--- src/rtl/rc4_key_search_ctrl_if.sv ---
// Phase handshakes and S-RAM port bundle for the RC4 key search sequencer.
// master = sequencer side, slave = sub-block / RAM side.
interface rc4_key_search_ctrl_if;
  logic       init_start;
  logic       init_done;
  logic [7:0] init_addr;
  logic [7:0] init_data;
  logic       init_wren;

  logic       scr_start;
  logic       scr_done;
  logic [7:0] scr_addr;
  logic [7:0] scr_data;
  logic       scr_wren;

  logic       dec_start;
  logic       dec_done;
  logic       dec_match;
  logic [7:0] dec_addr;
  logic [7:0] dec_data;
  logic       dec_wren;

  logic [7:0] s_address;
  logic [7:0] s_data;
  logic       s_wren;

  modport master (
    output init_start, scr_start, dec_start,
    output s_address, s_data, s_wren,
    input  init_done, scr_done, dec_done, dec_match,
    input  init_addr, init_data, init_wren,
    input  scr_addr, scr_data, scr_wren,
    input  dec_addr, dec_data, dec_wren
  );

  modport slave (
    input  init_start, scr_start, dec_start,
    input  s_address, s_data, s_wren,
    output init_done, scr_done, dec_done, dec_match,
    output init_addr, init_data, init_wren,
    output scr_addr, scr_data, scr_wren,
    output dec_addr, dec_data, dec_wren
  );
endinterface

--- src/rtl/rc4_key_search_ctrl.sv ---
// RC4 brute-force key search sequencer: init -> scramble -> decrypt per key,
// owns the single S-RAM port and stops on match, exhaustion, watchdog or abort.
module rc4_key_search_ctrl #(
  parameter int               KEY_W     = 24,
  parameter logic [KEY_W-1:0] KEY_START = '0,
  parameter logic [KEY_W-1:0] KEY_END   = 24'h3FFFFF,
  parameter int               WDOG_CYC  = 8192
) (
  input  logic                 clk,
  input  logic                 reset,
  input  logic                 start,
  input  logic                 abort,
  rc4_key_search_ctrl_if.master bus,
  output logic [KEY_W-1:0]     secret_key,
  output logic [1:0]           phase,
  output logic                 busy,
  output logic                 key_found,
  output logic                 key_failed,
  output logic                 wdog_err
);

  localparam int CW = $clog2(WDOG_CYC + 2);
  localparam bit WD_EN = (WDOG_CYC != 0);
  localparam logic [CW-1:0] WD_LAST =
    CW'((WDOG_CYC > 0) ? WDOG_CYC - 1 : 0);

  typedef enum logic [3:0] {
    IDLE, INIT_RUN, INIT_REL, SCR_RUN, SCR_REL,
    DEC_RUN, DEC_REL, NEXT_KEY, FOUND, FAILED, ERROR
  } state_t;

  state_t        state;
  state_t        state_n;
  logic          hit;
  logic          hit_n;
  logic [CW-1:0] wd_cnt;
  logic          wd_hit;
  logic          in_run;

  assign wd_hit = WD_EN && (wd_cnt >= WD_LAST);
  assign in_run = (state == INIT_RUN) ||
                  (state == SCR_RUN)  ||
                  (state == DEC_RUN);

  always_comb begin
    state_n = state;
    hit_n   = hit;
    unique case (state)
      IDLE:     if (start) state_n = INIT_RUN;
      INIT_RUN: begin
        if (bus.init_done)  state_n = INIT_REL;
        else if (wd_hit)    state_n = ERROR;
      end
      INIT_REL: if (!bus.init_done) state_n = SCR_RUN;
      SCR_RUN:  begin
        if (bus.scr_done)   state_n = SCR_REL;
        else if (wd_hit)    state_n = ERROR;
      end
      SCR_REL:  if (!bus.scr_done) state_n = DEC_RUN;
      DEC_RUN:  begin
        if (bus.dec_done) begin
          state_n = DEC_REL;
          hit_n   = bus.dec_match;
        end else if (wd_hit) begin
          state_n = ERROR;
        end
      end
      DEC_REL:  begin
        if (!bus.dec_done)
          state_n = hit ? FOUND : NEXT_KEY;
      end
      NEXT_KEY: begin
        state_n = (secret_key == KEY_END) ? FAILED : INIT_RUN;
      end
      FOUND, FAILED, ERROR: if (!start) state_n = IDLE;
      default:  state_n = IDLE;
    endcase
    if (abort) state_n = IDLE;
  end

  always_ff @(posedge clk) begin
    if (reset) begin
      state          <= IDLE;
      hit            <= 1'b0;
      wd_cnt         <= '0;
      secret_key     <= KEY_START;
      bus.init_start <= 1'b0;
      bus.scr_start  <= 1'b0;
      bus.dec_start  <= 1'b0;
      phase          <= 2'd0;
      busy           <= 1'b0;
      key_found      <= 1'b0;
      key_failed     <= 1'b0;
      wdog_err       <= 1'b0;
    end else begin
      state <= state_n;
      hit   <= hit_n;
      // counter restarts on every state change, so each RUN entry sees 0
      if (state_n != state)
        wd_cnt <= '0;
      else if (in_run && wd_cnt < WD_LAST)
        wd_cnt <= wd_cnt + CW'(1);
      if (state == IDLE && state_n == INIT_RUN)
        secret_key <= KEY_START;
      else if (state == NEXT_KEY && state_n == INIT_RUN)
        secret_key <= secret_key + KEY_W'(1);
      bus.init_start <= (state_n == INIT_RUN);
      bus.scr_start  <= (state_n == SCR_RUN);
      bus.dec_start  <= (state_n == DEC_RUN);
      unique case (state_n)
        INIT_RUN, INIT_REL: phase <= 2'd1;
        SCR_RUN, SCR_REL:   phase <= 2'd2;
        DEC_RUN, DEC_REL:   phase <= 2'd3;
        default:            phase <= 2'd0;
      endcase
      busy <= !((state_n == IDLE)   || (state_n == FOUND) ||
                (state_n == FAILED) || (state_n == ERROR));
      key_found  <= (state_n == FOUND);
      key_failed <= (state_n == FAILED);
      wdog_err   <= (state_n == ERROR);
    end
  end

  always_comb begin
    bus.s_address = 8'd0;
    bus.s_data    = 8'd0;
    bus.s_wren    = 1'b0;
    unique case (phase)
      2'd1: begin
        bus.s_address = bus.init_addr;
        bus.s_data    = bus.init_data;
        bus.s_wren    = bus.init_wren;
      end
      2'd2: begin
        bus.s_address = bus.scr_addr;
        bus.s_data    = bus.scr_data;
        bus.s_wren    = bus.scr_wren;
      end
      2'd3: begin
        bus.s_address = bus.dec_addr;
        bus.s_data    = bus.dec_data;
        bus.s_wren    = bus.dec_wren;
      end
      default: ;
    endcase
  end

endmodule

--- src/flat_wrapper.sv ---
// flat-port wrapper written by rule: the top's interface ports become plain ports
module rc4_key_search_ctrl_flat 
#(
  parameter int               KEY_W     = 24,
  parameter logic [KEY_W-1:0] KEY_START = '0,
  parameter logic [KEY_W-1:0] KEY_END   = 24'h3FFFFF,
  parameter int               WDOG_CYC  = 8192
)
  (clk, reset, start, abort, secret_key, phase, busy, key_found, key_failed, wdog_err, bus_init_start, bus_scr_start, bus_dec_start, bus_s_address, bus_s_data, bus_s_wren, bus_init_done, bus_scr_done, bus_dec_done, bus_dec_match, bus_init_addr, bus_init_data, bus_init_wren, bus_scr_addr, bus_scr_data, bus_scr_wren, bus_dec_addr, bus_dec_data, bus_dec_wren);
  rc4_key_search_ctrl_if bus_i ();
  input  logic clk;
  input  logic reset;
  input  logic start;
  input  logic abort;
  output logic [KEY_W-1:0] secret_key;
  output logic [1:0] phase;
  output logic busy;
  output logic key_found;
  output logic key_failed;
  output logic wdog_err;
  output wire logic [$bits(bus_i.init_start)-1:0] bus_init_start;
  output wire logic [$bits(bus_i.scr_start)-1:0] bus_scr_start;
  output wire logic [$bits(bus_i.dec_start)-1:0] bus_dec_start;
  output wire logic [$bits(bus_i.s_address)-1:0] bus_s_address;
  output wire logic [$bits(bus_i.s_data)-1:0] bus_s_data;
  output wire logic [$bits(bus_i.s_wren)-1:0] bus_s_wren;
  input wire logic [$bits(bus_i.init_done)-1:0] bus_init_done;
  input wire logic [$bits(bus_i.scr_done)-1:0] bus_scr_done;
  input wire logic [$bits(bus_i.dec_done)-1:0] bus_dec_done;
  input wire logic [$bits(bus_i.dec_match)-1:0] bus_dec_match;
  input wire logic [$bits(bus_i.init_addr)-1:0] bus_init_addr;
  input wire logic [$bits(bus_i.init_data)-1:0] bus_init_data;
  input wire logic [$bits(bus_i.init_wren)-1:0] bus_init_wren;
  input wire logic [$bits(bus_i.scr_addr)-1:0] bus_scr_addr;
  input wire logic [$bits(bus_i.scr_data)-1:0] bus_scr_data;
  input wire logic [$bits(bus_i.scr_wren)-1:0] bus_scr_wren;
  input wire logic [$bits(bus_i.dec_addr)-1:0] bus_dec_addr;
  input wire logic [$bits(bus_i.dec_data)-1:0] bus_dec_data;
  input wire logic [$bits(bus_i.dec_wren)-1:0] bus_dec_wren;
  assign bus_init_start = bus_i.init_start;
  assign bus_scr_start = bus_i.scr_start;
  assign bus_dec_start = bus_i.dec_start;
  assign bus_s_address = bus_i.s_address;
  assign bus_s_data = bus_i.s_data;
  assign bus_s_wren = bus_i.s_wren;
  assign bus_i.init_done = bus_init_done;
  assign bus_i.scr_done = bus_scr_done;
  assign bus_i.dec_done = bus_dec_done;
  assign bus_i.dec_match = bus_dec_match;
  assign bus_i.init_addr = bus_init_addr;
  assign bus_i.init_data = bus_init_data;
  assign bus_i.init_wren = bus_init_wren;
  assign bus_i.scr_addr = bus_scr_addr;
  assign bus_i.scr_data = bus_scr_data;
  assign bus_i.scr_wren = bus_scr_wren;
  assign bus_i.dec_addr = bus_dec_addr;
  assign bus_i.dec_data = bus_dec_data;
  assign bus_i.dec_wren = bus_dec_wren;
  rc4_key_search_ctrl #(.KEY_W(KEY_W), .KEY_START(KEY_START), .KEY_END(KEY_END), .WDOG_CYC(WDOG_CYC)) u_core (.clk(clk), .reset(reset), .start(start), .abort(abort), .bus(bus_i), .secret_key(secret_key), .phase(phase), .busy(busy), .key_found(key_found), .key_failed(key_failed), .wdog_err(wdog_err));
endmodule
--- config.mk ---
export PLATFORM = sky130hd
export DESIGN_NAME = rc4_key_search_ctrl_flat
export DESIGN_NICKNAME = d
export VERILOG_FILES = /design/src/rtl/rc4_key_search_ctrl_if.sv /design/src/rtl/rc4_key_search_ctrl.sv /design/src/flat_wrapper.sv
export SDC_FILE = /design/constraint.sdc
export NUM_CORES = 1
export LEC_CHECK = 0
export ABC_AREA = 1
export CAP_MARGIN = 20
export CORE_AREA = 2 2 89 91
export CTS_CLUSTER_SIZE = 8
export DETAILED_ROUTE_END_ITERATION = 6
export DIE_AREA = 0 0 91 93
export GPL_ROUTABILITY_DRIVEN = 0
export GPL_TIMING_DRIVEN = 0
export HOLD_SLACK_MARGIN = 0.05
export PLACE_DENSITY = 0.88
export SLEW_MARGIN = 20
export SYNTH_ARGS = -nofsm -noshare
export SYNTH_HDL_FRONTEND = slang
export SYNTH_SLANG_ARGS = --single-unit
--- constraint.sdc ---
create_clock -name clk -period 4.4 [get_ports clk]
set_input_delay 0.66 -clock clk [delete_from_list [all_inputs] [get_ports clk]]
set_output_delay 0.66 -clock clk [all_outputs]
set_load 0.01 [all_outputs]
==> impl.org, run 1 <==
** Logic synthesis
- Sequential element share of the synthesized area :: 31.3%
- Number of warnings reported in the yosys synthesis log :: 0
- In this run the cell area of the synthesized design comes to 3330 sq um.
- Averaged over all synthesized cells, the footprint is 6.45 sq um.
- Gate count after technology mapping :: 516
- Syn Nets :: 577
- Distinct cells, synth :: 29
- FF+latch count, synth :: 52

** Run status
- Status :: finished, final reports clean

** Critical path
- Maximum fanout along the worst path :: 10
- The critical path is of the reg -> out type.
- At the worst endpoint, the arrival time is 2460 ps.
- Critical path launch point type :: flop
- At the worst endpoint, the required time is 3740 ps.
- The worst setup path is captured at a primary output.

** Finish
- Most common cell after layout, fill and taps aside :: nand2_1
- Leaving out filler cells and counting taps, the final layout contains 733.
- 0 antenna diodes ended up in the layout.
- In the final design database the tool counted 691 nets.
- The top cell types in the final layout, fill and taps aside, are nand2_1 (151), clkdlybuf4s50_1 (107), nand3_1 (53), dfxtp_1 (52), nor2_1 (48).
- In the final layout, the share of cells above drive strength 1 is 8.72%.
- Relative to the synthesized area, the layout overhead comes to 39.7%.
- After filler insertion, the fill cell instance count of the layout stands at 665.

** Pwr
- The worst-case IR drop observed on VDD is 0.165 mV.
- The completed layout was analyzed and its total power is 0.957 mW.
- Total power divided by cell area :: 206 nW/um^2
- In this run the static leakage power is 1.82 nW.

** Floorplan
- Pin placement for this block handled 109 I/O pins.
- Die Area :: 8460 sq um
- In this run the standard cell core region covers 7530 sq um.
- Floorplan row count :: 32
- The initial utilization of the core area, before any placement, comes to 44.2%.
- Die Y :: 93 um
- Horizontal extent of the die :: 91 um

** Global route
- Overflow left after global routing :: 0
- First-pass GRT wire length :: 16700 um
- Vias in the first global route :: 3758
- Largest net degree at the start of global routing :: 17
- Antenna violations before repair :: 0
- Gr usage total :: 23.5%

** Clocking
- H-tree level count :: 2
- TritonCTS built the clock tree.
- CTS hold repair buffers :: 0
- Clock-pin slew on the worst setup and hold paths :: 90 ps
- Setup fix buffers added after clock tree synthesis :: 0
- CTS Sinks :: 52
- Clock Tree Buf Depth :: 2
- CTS resizes :: 0
- Clock Tree Root :: clkbuf_8
- The number of clock buffers added by TritonCTS is 5.
- The later pin in the worst-skew pair is clocked with a latency of 310 ps.

** Timing
- Setup TNS after final layout :: 0 ps
- Total count of hold-check failures in the final report :: 0
- Setup repair after global routing missed its margin :: false
- Tcrit/Tclk final :: 70.9%
- Clock skew on the completed layout was measured at 8.75 ps.
- Total count of max-transition violations in the final report :: 0
- Worst hold slack :: 491 ps
- Slew of the pin with the lowest slew margin :: 509 ps
- After layout, the worst setup slack is 1280 ps.
- The routed design could run at a clock period as short as 3120 ps.
- For this run, the top clock speed supported by timing is 0.321 GHz.
- Count of endpoints failing setup in the final report :: 0
- Max_slew headroom :: 66.0%

** Route
- Iteration-0 DRC Markers :: 319
- Via-to-Cell Ratio :: 5.27
- In the routed design, unresolved DRC markers number 0.
- Average wire per standard cell :: 13.7 um
- The first TritonRoute pass finished after 5 iterations.
- After detailed routing, the total wire length is 10100 um.
- Vias post-DR :: 3862
- The count of nets left with antenna violations once routing finished came out at 0.

** Place
- Number of cells in the design after placement :: 725
- Worst slack, placed :: 1570 ps
- The count of buffers added on input and output ports is 107.
- Post-DP HPWL :: 7950 um

** Run
- Max-cap violations in this run came to 0.

** Worst hold path
- Path class of the lowest-slack min-delay path :: reg -> reg
==> critical path, stage by stage, from the launching register on <==
cell and delay, ps:
dfxtp_1 380, inv_1 60, nor2_1 400, clkbuf_1 450
nand2_1 190, nand3_1 130, clkdlybuf4s50_1 540
==> report_power, final <==
group          internal (mW)  switching [mW]  leakage [nW]
Sequential             0.473         0.00148         0.419
Clock                  0.186           0.160        0.0614
Combinational         0.0757          0.0611          1.34
==> logic make-up (layout without fill, tap and decap cells) <==
family                     after synthesis  after routing  share of synthesized area [%]
and+or+nand+nor                        329            329                           45.2
AOI/OAI and AO/OA                       37             37                           6.21
adders and majority gates                2              2                          0.752
xor gates and xnor gates                32             32                           8.42
DFF                                     52             52                           31.3
buffers and inverters                   64            179                           8.16
==> cells in the mapped netlist <==
cell	count	area share [%]
nand2_1	151	17
nand3_1	53	8.0
dfxtp_1	52	31
nor2_1	48	5.4
inv_1	39	4.4
nand4_1	34	6.4
a21oi_1	27	4.1
xor2_1	20	5.3
nor2_2	16	3.0
nor3_1	14	2.1
xnor2_1	12	3.2
buf_2	7	1.1
clkbuf_1	6	0.68
inv_2	5	0.56
buf_4	4	0.90
nand2_2	4	0.75
o21ai_0	4	0.60
nor4_1	3	0.56
a21oi_2	2	0.53
clkinv_1	2	0.23
ha_1	2	0.75
nand3_2	2	0.60
nor2_4	2	0.68
o21ai_2	2	0.53
a22o_1	1	0.26
buf_6	1	0.34
nand3b_2	1	0.34
nor3_2	1	0.30
o31ai_1	1	0.23
==> per-stage QoR <==
step	cell area, sq um	util [%]
2_1_floorplan	3330	-
3_3_place_gp	4530	60.1
3_5_place_dp	4530	60.1
4_1_cts	4650	61.7
5_1_grt	4650	61.7
6_report	4650	61.7
==> state kept, by name, summed over array words and instances, names as in the netlist, 2 cells and up <==
name	flops
u_core.wd_cnt	14
u_core.phase	2
u_core.secret_key	24
u_core.state	4
==> final timing paths <==
check,startpoint,to,slack [ps],depth (start not counted)
min,u_core.hit,u_core.hit,490,2
max,u_core.phase[0],bus_s_data[5],1280,6
max reg2reg,u_core.secret_key[0],u_core.wd_cnt[13],2000,14
min reg2reg,u_core.hit,u_core.hit,490,2
==> layout make-up <==
class	count	area [sq um]	area share, %
multi-input combinational	400	2010	43.3
timing repair buffer	107	1070	23.0
sequential	52	1040	22.4
inverter	46	173	3.72
tap	102	128	2.75
buffer	18	98.8	2.13
clock buffer	6	82.6	1.78
clock inverter	2	38.8	0.835
==> routing by layer <==
layer | part of all wire (%) | up-vias | global-route usage [%] | wire, um
li1 | - | 1915 | - | -
met2 | 49 | 207 | 43.6 | 4890
met4 | 3.4 | 0 | 9.60 | 339
met1 | 39 | 1711 | 26.1 | 3960
met3 | 8.6 | 29 | 4.92 | 869
met5 | 0 | - | 0 | 0
(Power assumes the default switching activity.)
==> run 2: changes to the inputs <==
- clock period: 4.4 -> 3.03 ns (I/O delays scaled with it)
==> impl.org, run 2 (synthesis results as in run 1) <==
** Timing
- Setup violations remaining at the end of the flow were counted as 0.
- Total count of hold-check failures in the final report :: 0
- Total count of max-transition violations in the final report :: 0
- Worst hold slack :: 491 ps
- Tcrit/Tclk final :: 90.7%
- For the pin with the worst max-slew slack, the measured transition is 510 ps.
- Worst clock skew on the final layout :: 8.89 ps
- Achievable Freq :: 0.364 GHz
- Measured against its own limit, the worst slew margin works out to 65.9%.
- For the final routed database, the setup TNS stands at 0 ps.
- Setup repair after global routing missed its margin :: false
- Fin worst setup slack :: 281 ps
- Time the final worst path needs with I/O delays and setup :: 2750 ps

** Finish
- Largest register FFs :: 24
- Of the cells placed in the final design, the portion with a size suffix greater than 1 is 8.87%.
- The multi-input combinational cells in the finished layout cover a total of 2010 sq um.
- Final standard cell utilization of the core :: 61.8%
- Biggest register :: u_core.secret_key
- The finished cells cover 4650 sq um.
- Number of filler cells placed in the layout :: 665
- The count of cells in the finished layout, fillers not included, comes to 733.
- In the final layout, flip-flops and latches occupy 1040 sq um.
- The final layout contains 691 nets.
- The number of antenna diodes in the final layout is 0.
- Compared with the post-synthesis result, the final layout area differs by 39.7%.
- The largest registers in the layout are u_core.secret_key x24, u_core.wd_cnt x14, u_core.state x4.
- Leaving out fill and tap cells, the most frequent cells in the layout are nand2_1 (151), clkdlybuf4s50_1 (107), nand3_1 (53), dfxtp_1 (52), nor2_1 (48).
- Leaving out fill and tap cells, the most frequent cell in the layout is nand2_1.

** Route
- Final routed wirelength across all metal layers :: 10100 um
- After detailed routing, the average wire length per cell comes to 13.7 um.
- DRC errors left :: 0
- Via-to-Cell Ratio :: 5.25
- Iteration-0 DRC Markers :: 320
- First drt pass iteration count :: 6
- For this block, the via count after detailed routing is 3848.
- The detail route stage leaves a number of antenna-violating nets equal to 0.

** Floorplan
- Die Area :: 8460 sq um
- Core footprint :: 7530 sq um
- For this configuration, the core starts out at a cell density of 44.2%.
- Horizontal extent of the die :: 91 um
- Floorplan row count :: 32
- The die is 93 um tall.
- 109 I/O pins were placed.

** Clocking
- Clock Tree Root :: clkbuf_8
- CTS tree :: done
- TritonCTS buffer count :: 5
- Clk_lat worst skew :: 310 ps
- CTS built an H-tree with a depth of 2.
- The clock passes through at most 2 buffers.
- Counting every sink on the clock net gives 52.
- Clock-pin slew on the worst setup and hold paths :: 90 ps
- For this design, the CTS-stage hold fixing added 0 buffers.

** Place
- Post-DP HPWL :: 7950 um
- Count of buffers inserted at the top-level ports :: 107
- Prior to clock tree synthesis, the placed netlist has a worst setup slack of 407 ps.
- Placed standard-cell area :: 4530 sq um
- Including well taps, the total number of placed cells is 725.

** Critical path
- The critical path goes through inv_1, nor2_1, clkbuf_2, nand2_1, nand3_1, clkdlybuf4s50_1.
- Crit-path max cell delay :: 560 ps
- The worst setup path is launched from a flop.
- Required time at the endpoint of the critical path :: 2580 ps
- Arrival time at the worst endpoint :: 2290 ps
- The slowest stage of the critical path belongs to the cell clkdlybuf4s50_1.
- Crit Path Category :: reg -> out
- In this run the worst path has a maximum fanout of 10.
- STA classifies the critical path endpoint as a primary output.

** Global route
- First-pass GRT wire length :: 16700 um
- Antenna violations before repair :: 0
- Global routing finished with a remaining overflow of 0.
- Entering global routing, the biggest net connects 17 pins.
- The via count of the first global-routing pass came to 3758.
- In the global route stage, overall resource usage came out at 23.5%.

** Pwr
- Total power divided by cell area :: 299 nW/um^2
- Summing internal, switching and leakage power gives 1.39 mW.
- Leak :: 1.82 nW
- Maximum vdd ir drop :: 0.239 mV

** Worst hold path
- Path class of the lowest-slack min-delay path :: reg -> reg

** Run
- Number of maximum-capacitance violations :: 0

** Run status
- The flow ran to the end, and the final reports show no timing, DRC or antenna violations.
## run 2: cell count changes in the layout (fill, tap and decap cells not counted)
cell / change
clkbuf_1: -1
clkbuf_2: +1
## run 2: routing by layer
metal,vias to the layer above,GRT usage (%),share of wire [%]
met3,27,4.92,8.5
met1,1708,26.1,39
li1,1915,-,-
met5,-,0,0
met4,0,9.60,3.2
met2,198,43.6,49
## run 2: final cells by class
type	instances	share of cell area, %
timing repair buffer	107	23.0
clock buffer	6	1.78
sequential	52	22.4
buffer	18	2.15
inverter	46	3.71
tap	102	2.75
clock inverter	2	0.834
multi-input combinational	400	43.3
## run 2: critical path, delay by kind of cell, from the launching register on
kind | cells | cell delay, ps
buf+inv | 3 | 960
flops | 1 | 380
simple gates | 3 | 640
## run 2: worst paths after layout
| check | startpoint | to | slack [ps] | depth (start not counted) |
|---|---|---|---|---|
| setup / recovery | u_core.phase[0] | bus_s_data[6] | 280 | 6 |
| setup reg to reg | u_core.secret_key[0] | u_core.wd_cnt[13] | 640 | 14 |
| hold reg to reg | u_core.hit | u_core.hit | 490 | 2 |
| hold / removal | u_core.hit | u_core.hit | 490 | 2 |
## run 2: what timing repair did
action | 4_1_cts | 5_1_grt
buffers inserted | 0 | 0
gates resized for setup | 0 | 2
hold endpoints to repair | 0 | 0
setup endpoints to repair | 0 | 2
## run 2: power breakdown
part | switching, mW | total [mW] | internal, mW
Clock | 0.233 | 0.503 | 0.270
Combinational | 0.0887 | 0.199 | 0.110
Sequential | 0.00214 | 0.689 | 0.687
==> run 3: changes to the inputs <==
- CTS_BUF_LIST: unset -> sky130_fd_sc_hd__clkbuf_8
==> results of run 3 <==
The final DEF is identical to that of run 2; final timing and power are the same.
